$ cat src/rtl/v_mux3_pkg.sv
// Shared encodings and the round-robin winner function for the 3:1 mux arbiter.
package v_mux3_pkg;

  localparam logic [1:0] SEL_A    = 2'b00;
  localparam logic [1:0] SEL_B    = 2'b01;
  localparam logic [1:0] SEL_C    = 2'b10;
  localparam logic [1:0] SEL_NONE = 2'b11;

  typedef enum logic {
    ST_IDLE = 1'b0,
    ST_BUSY = 1'b1
  } state_t;

  // Search ptr+1, ptr+2, ptr (mod 3); the nearest requester after ptr wins.
  // Returns SEL_NONE when nothing is requesting.
  function automatic logic [1:0] next_rr(input logic [1:0] ptr, input logic [2:0] req);
    int idx;
    next_rr = SEL_NONE;
    for (int k = 3; k >= 1; k--) begin
      idx = (int'(ptr) + k) % 3;
      if (req[idx]) next_rr = 2'(idx);
    end
  endfunction

endpackage

$ cat src/rtl/v_mux3_sel.sv
// Combinational 3:1 data mux; the unused select code yields zero.
module v_mux3_sel
  import v_mux3_pkg::*;
#(
  parameter int WIDTH = 8
) (
  input  logic [1:0]       sel,
  input  logic [WIDTH-1:0] da,
  input  logic [WIDTH-1:0] db,
  input  logic [WIDTH-1:0] dc,
  output logic [WIDTH-1:0] y
);

  always_comb begin
    y = '0;
    case (sel)
      SEL_A:   y = da;
      SEL_B:   y = db;
      SEL_C:   y = dc;
      default: y = '0;
    endcase
  end

endmodule

$ cat src/rtl/v_mux3_rr_arbiter.sv
// Round-robin arbiter with per-grant hold limit driving a registered 3:1 mux.
module v_mux3_rr_arbiter
  import v_mux3_pkg::*;
#(
  parameter int WIDTH    = 8,
  parameter int MAX_HOLD = 4
) (
  input  logic             C,
  input  logic             CLR_N,
  input  logic [2:0]       REQ,
  input  logic [WIDTH-1:0] DA,
  input  logic [WIDTH-1:0] DB,
  input  logic [WIDTH-1:0] DC,
  output logic [2:0]       GNT,
  output logic [1:0]       S,
  output logic [WIDTH-1:0] O,
  output logic             O_VLD,
  output state_t           dbg_state
);

  localparam int CW = $clog2(MAX_HOLD + 1);
  localparam logic [CW-1:0] CNT_MAX = CW'(MAX_HOLD);
  localparam logic [CW-1:0] CNT_ONE = CW'(1);

  state_t          state;
  logic [CW-1:0]   cnt;
  logic [1:0]      ptr;
  logic [1:0]      winner;
  logic [3:0]      req_pad;
  logic            release_g;
  logic [WIDTH-1:0] mux_y;

  // While BUSY, ptr always equals the current grantee.
  assign req_pad   = {1'b0, REQ};
  assign winner    = next_rr(ptr, REQ);
  assign release_g = !req_pad[ptr] || (cnt == CNT_MAX);
  assign dbg_state = state;

  v_mux3_sel #(.WIDTH(WIDTH)) u_sel (
    .sel (S),
    .da  (DA),
    .db  (DB),
    .dc  (DC),
    .y   (mux_y)
  );

  always_ff @(posedge C or negedge CLR_N) begin
    if (!CLR_N) begin
      state <= ST_IDLE;
      GNT   <= 3'b000;
      S     <= SEL_NONE;
      O     <= '0;
      O_VLD <= 1'b0;
      cnt   <= '0;
      ptr   <= SEL_C;
    end else begin
      if (GNT != 3'b000) O <= mux_y;
      O_VLD <= |GNT;
      case (state)
        ST_IDLE: begin
          if (|REQ) begin
            state <= ST_BUSY;
            GNT   <= 3'b001 << winner;
            S     <= winner;
            cnt   <= CNT_ONE;
            ptr   <= winner;
          end
        end
        ST_BUSY: begin
          if (release_g) begin
            // Re-arbitration covers both hand-over and lone re-grant of ptr.
            if (|REQ) begin
              GNT <= 3'b001 << winner;
              S   <= winner;
              cnt <= CNT_ONE;
              ptr <= winner;
            end else begin
              state <= ST_IDLE;
              GNT   <= 3'b000;
              S     <= SEL_NONE;
              cnt   <= '0;
            end
          end else begin
            cnt <= cnt + CNT_ONE;
          end
        end
        default: begin
          state <= ST_IDLE;
          GNT   <= 3'b000;
          S     <= SEL_NONE;
          cnt   <= '0;
        end
      endcase
    end
  end

endmodule

$ cat config.mk
export PLATFORM = sky130hd
export DESIGN_NAME = v_mux3_rr_arbiter
export DESIGN_NICKNAME = d
export VERILOG_FILES = /design/src/rtl/v_mux3_pkg.sv /design/src/rtl/v_mux3_sel.sv /design/src/rtl/v_mux3_rr_arbiter.sv
export SDC_FILE = /design/constraint.sdc
export NUM_CORES = 1
export LEC_CHECK = 0
export CAP_MARGIN = 20
export CORE_MARGIN = 5
export CORE_UTILIZATION = 30
export CTS_CLUSTER_DIAMETER = 60
export DETAILED_ROUTE_END_ITERATION = 8
export PLACE_DENSITY = 0.59
export SLEW_MARGIN = 40
export SYNTH_ARGS = -nofsm -noshare
export SYNTH_HDL_FRONTEND = slang
export SYNTH_SLANG_ARGS = --single-unit
export TNS_END_PERCENT = 20
$ cat constraint.sdc
create_clock -name C -period 2.07 [get_ports C]
set_input_delay 0.621 -clock C [delete_from_list [all_inputs] [get_ports C]]
set_output_delay 0.621 -clock C [all_outputs]
set_load 0.02 [all_outputs]
[Word-level counts from Yosys, hierarchy flattened]
Index checks and enable logic that the tools add are counted.
Storage, ports and cells
  register bits: 20
  output and inout port bits: 15
Operators by class
  add/subtract/negate cells: 4
  div/mod/pow operators: 3
  order comparisons: 4
  equal/unequal tests: 5
  shift operators: 1
  multiplexer cells: 33
  bitwise operators: 1
  reductions and logical operators: 7
Operators with widths (count)
  32-bit by 4-bit less-than comparator with 1-bit output, second input constant: 3
  32-bit by 3-bit modulo with 32-bit output, second input constant: 3
  8-bit case mux with 3 select lines: 1
  2-bit 2-to-1 mux: 8
  3-bit 2-to-1 mux: 5
  3-bit case mux with 2 select lines: 2
  1-bit 2-to-1 mux: 10
  1-bit binary-select mux with 2-bit select: 4
  2-bit case mux with 2 select lines: 2
  2-bit by 2-bit adder with 3-bit output, second input constant: 2
  3-bit OR reduction: 2
  2-bit by 1-bit adder with 3-bit output, second input constant: 1
  3-bit by 1-bit adder with 3-bit output, second input constant: 1
  3-bit equality test, second input constant: 1
  2-bit by 3-bit less-than comparator with 1-bit output, second input constant: 1
  3-bit nonzero test: 1
  1-bit by 2-bit left shift with 3-bit output, first input constant: 1
  2-bit by 1-bit equality test with 1-bit output, second input constant: 1
  2-bit equality test, second input constant: 1
  2-bit zero test: 1
  2-bit by 1-bit inequality test with 1-bit output, second input constant: 1
  2-bit inequality test, second input constant: 1
  1-bit case mux with 2 select lines: 1
  2-bit AND reduction: 1
  3 further kinds: 3

[Logic depth before layout (Yosys ltp)]
Gate-level depths: netlist of the first run.
  depth in word-level cells: 12
  gate-level depth with buffers: 7
  gate-level depth less buffers: 7

[By module]
From an unflattened synthesis of the first run, not the netlist that was laid out.
Second synthesis, totals
  cells, all modules: 108
  area, all modules: 1234.9 sq um
By module, submodules not included
  v_mux3_rr_arbiter: instances 1, cells each 88, area an instance 1037.2 sq um
  v_mux3_sel: instances 1, cells each 20, area an instance 197.7 sq um

[Worst setup path after synthesis of the first run]
No wires, ideal clock.
  kind: register to register
  start: register ptr[1]
  end: register ptr[1]
  arrival: 1.618 ns
  data required time: 1.985 ns
  path slack: 0.367 ns
  stages on the path, launching flop included: 8
  buffers on the path: 0
  cell sequence: dfstp_2 > inv_1 > ha_1 > o21ai_0 > a32oi_1 > o221ai_1 > o21ai_2 > mux2_1
Between the ends
  longest elaborated chain between the ends: 11
Ends and longest elaborated chain
  from (decl): line v_mux3_rr_arbiter.sv:27  | logic [1:0] ptr;
  from (signal assigned): line v_mux3_rr_arbiter.sv:66  | ptr <= winner;
  from (signal assigned): line v_mux3_rr_arbiter.sv:76  | ptr <= winner;
  2-bit by 2-bit adder with 3-bit output: line v_mux3_pkg.sv:20  | idx = (int'(ptr) + k) % 3;
  32-bit by 3-bit modulo with 32-bit output: line v_mux3_pkg.sv:20
  1-bit binary-select mux with 2-bit select: line v_mux3_pkg.sv:21  | if (req[idx]) next_rr = 2'(idx);
  1-bit 2-to-1 mux (implied by the code) (2 in a row): line v_mux3_pkg.sv:21
  2-bit 2-to-1 mux (3 in a row): line v_mux3_pkg.sv:21
  2-bit 2-to-1 mux: line v_mux3_rr_arbiter.sv:61, v_mux3_rr_arbiter.sv:72
  2-bit 2-to-1 mux: line v_mux3_rr_arbiter.sv:70  | if (release_g) begin
  2-bit case mux with 2 select lines: line v_mux3_rr_arbiter.sv:59  | case (state)
Parallel ways exist; a longest one is shown, timed or not. The select of a mux whose other input is x is not followed.
A chain may end at the register's enable or synchronous reset.

[Worst setup path in the final report of the first run]
  start: register S[0]
  end: output S[0]
RTL lines
  from (decl): line v_mux3_rr_arbiter.sv:15  | output logic [1:0] S,
  from (signal assigned): line v_mux3_rr_arbiter.sv:64  | S <= winner;
  from (signal assigned): line v_mux3_rr_arbiter.sv:74  | S <= winner;
No word-level cell between the ends.

==> impl_metrics.ini, run 1 <==
[run_status]
outcome = complete, no violations

[synth]
yosysWarnings = 0
synthTopCellsByArea = dfrtp_1, a21oi_1, mux2i_1
avgSynthCellArea_um2 = 9.229
syn_nets = 159
synth_top_area_share = 0.3688
netlist_area_um2 = 1154
synthDistinctLibCells = 36
synth_top_area_cell = dfrtp_1
synthCells = 125
yosysSeqAreaShare = 0.4371
ys_ff_latch = 20

[placed_design]
gp_congestion = 0.9351
io_buffers = 43
hpwl_um = 2438
dp_cells = 217
place_area_um2 = 1667

[critical_path]
cpMaxStageDelayCell = clkdlybuf4s50_1
crit_arrival_ns = 1.39
start_kind = register
cp_max_fo = 2
cp_cell_sequence = clkdlybuf4s50_1
cp-end-kind = output port
criticalPathCategory = reg2out
worst-endpoint-required_ns = 1.45
path_delay_family = buffers and inverters
crit_buf_inv = 1
cp_slowest_stage_delay_ns = 0.60

[sta]
holdWs_ns = 0.5015
timing_worst_slew_pin_value_ns = 0.5487
fin_crit_sh = 0.9721
setup_tns_ns = 0
drv_slew = 0
fin_skew_ns = 0.007367
setup_viol = 0
period_needed_ns = 2.012
rsz0062_at_grt = false
fmax_mhz = 497.0
relSlewSlack = 0.6334
finalHoldViolations = 0

[clock_tree]
cts_buffers = 3
holdBufCountCts = 0
root_buffer = clkbuf_8
clk_latency_ns = 0.25
clkTransAtPathRegs_ns = 0.07
cts_max_path_buffers = 2
cts.repair.resized = 0
cts_tree = yes
post_cts_buffers = 0
h-tree-depth = 1
clock-sinks = 20

[final_layout]
layout_commonest_cell = clkdlybuf4s50_1
antenna_cells = 0
drive_gt1_frac = 0.1329
fin_cells = 221
final_cell_mix = clkdlybuf4s50_1, nor2_1, a21oi_1
syn2layout_area_growth_pct = 49.24
n_fill_cell = 342
regArea_um2 = 504.2
nets = 208
multi_input_area_um2 = 593.1
final_area_um2 = 1722

[power_and_ir_drop]
ir_worst_vdd_uv = 541.2
leakagePower_nw = 0.7408
powerDensity_nw_per_um2 = 1547

[global_routing]
first_global_vias = 1121
gr-total-overflow = 0
grt.total_usage = 0.1196
antenna_found_initial = 0
grt_max_degree = 21
grt_pass1_wl_um = 5023

[drt]
detail_route.wl_per_cell_um = 13.74
vias = 1076
dr.pass1.iters = 4
via_per_inst = 4.869
totalWireLength_um = 3037
ant_nets = 0
first_iter_violations = 28
drc = 0

[min_path]
hp-class = reg2reg

[floorplanning]
rows = 22
ios = 44
die_h_um = 72.01
initial_core_util = 0.3128
die_w_um = 72.01
fp.coreArea_um2 = 3689
dieArea_um2 = 5185

[flow_run]
max_cap_violations = 0
==> synth_stat cells <==
master and number:
nor2b_1 1, o32ai_2 1, a22o_1 1, a21oi_1 19, or3_1 1, a21o_1 2, o21ai_2 2, a21bo_2 1
o21ai_0 6, buf_2 3, o21a_1 1, clkbuf_1 2, o221ai_1 1, o2bb2ai_1 1, o311ai_0 1, nand2_1 7
o211ai_1 2, nor2_2 1, o31ai_1 1, a32oi_1 1, a211oi_2 1, o21ai_1 1, mux2_1 1, mux2i_1 8
ha_1 5, nand2b_1 1, o21ba_1 1, nor3_1 1, o22a_1 1, dfstp_2 3, a31oi_2 1, nor2_1 19
inv_2 3, dfrtp_1 17, inv_1 6, nand3_1 1
==> through the flow <==
step                      power (W)  setup slack [ns]    util
after floorplan            0.001823            0.3675       -
after global placement     0.002344         -0.006867  0.4518
after CTS                  0.002696           0.04377  0.4668
after detailed placement   0.002400          -0.05682  0.4518
after global routing       0.002885           0.01807  0.4668
final                      0.002663           0.05777  0.4668
==> flip-flops by register name, indices dropped and copies added (netlist names) <==
signal,cells
cnt,3
O,8
GNT,3
S,2
ptr,2
dbg_state,1
O_VLD,1
==> layout make-up <==
| class | count | area share |
|---|---|---|
| clock buffer | 4 | 0.03198 |
| inverter | 9 | 0.01962 |
| multi-input combinational | 91 | 0.3445 |
| sequential | 20 | 0.2929 |
| tap | 48 | 0.03488 |
| timing repair buffer | 49 | 0.2762 |
==> report_power, final <==
group | switching [W] | total [W] | internal (W)
clock network | 0.000118 | 0.000287 | 0.000169
registers | 0.000123 | 0.000727 | 0.000604
logic | 0.000910 | 0.00165 | 0.000739
total | 0.00115 | 0.00266 | 0.00151
==> final timing paths <==
kind | startpoint | end | slack [ns] | depth (start not counted)
max | S[0] | S[0] | 0.06 | 1
min | cnt[2] | cnt[2] | 0.50 | 1
max reg2reg | ptr[1] | ptr[1] | 0.17 | 7
min reg2reg | cnt[2] | cnt[2] | 0.50 | 1
max in group asynchronous | CLR_N | S[1] | 1.09 | 2
min in group asynchronous | CLR_N | O[5] | 0.71 | 2
==> logic make-up (layout without fill, tap and decap cells) <==
family                     count (synthesis)  count (layout)  synth area share
AOI/OAI and AO/OA                         45              45            0.2657
buffers and inverters                     14              62           0.04880
muxes                                      9               9           0.07918
DFF                                       20              20            0.4371
and+or+nand+nor                           32              32            0.1150
adders and majority gates                  5               5           0.05423
==> layer usage <==
metal  global-route usage  up-vias  part of all wire
met3              0.04432        0              0.13
li1                     -      538                 -
met1               0.1338      489              0.40
met5                    0        -                 0
met4              0.02714        0                 0
met2               0.2153       49              0.47
Note: power is estimated with default switching activity, not from simulation.
==> inputs of run 2 (changes only) <==
--- a/config.mk
+++ b/config.mk
@@ -10,6 +10,7 @@
 export CORE_UTILIZATION = 30
 export CTS_CLUSTER_DIAMETER = 60
 export DETAILED_ROUTE_END_ITERATION = 8
+export GPL_ROUTABILITY_DRIVEN = 0
 export PLACE_DENSITY = 0.59
 export SLEW_MARGIN = 40
 export SYNTH_ARGS = -nofsm -noshare
==> results of run 2 <==
Final layout, timing and power as in run 1 (identical DEF).
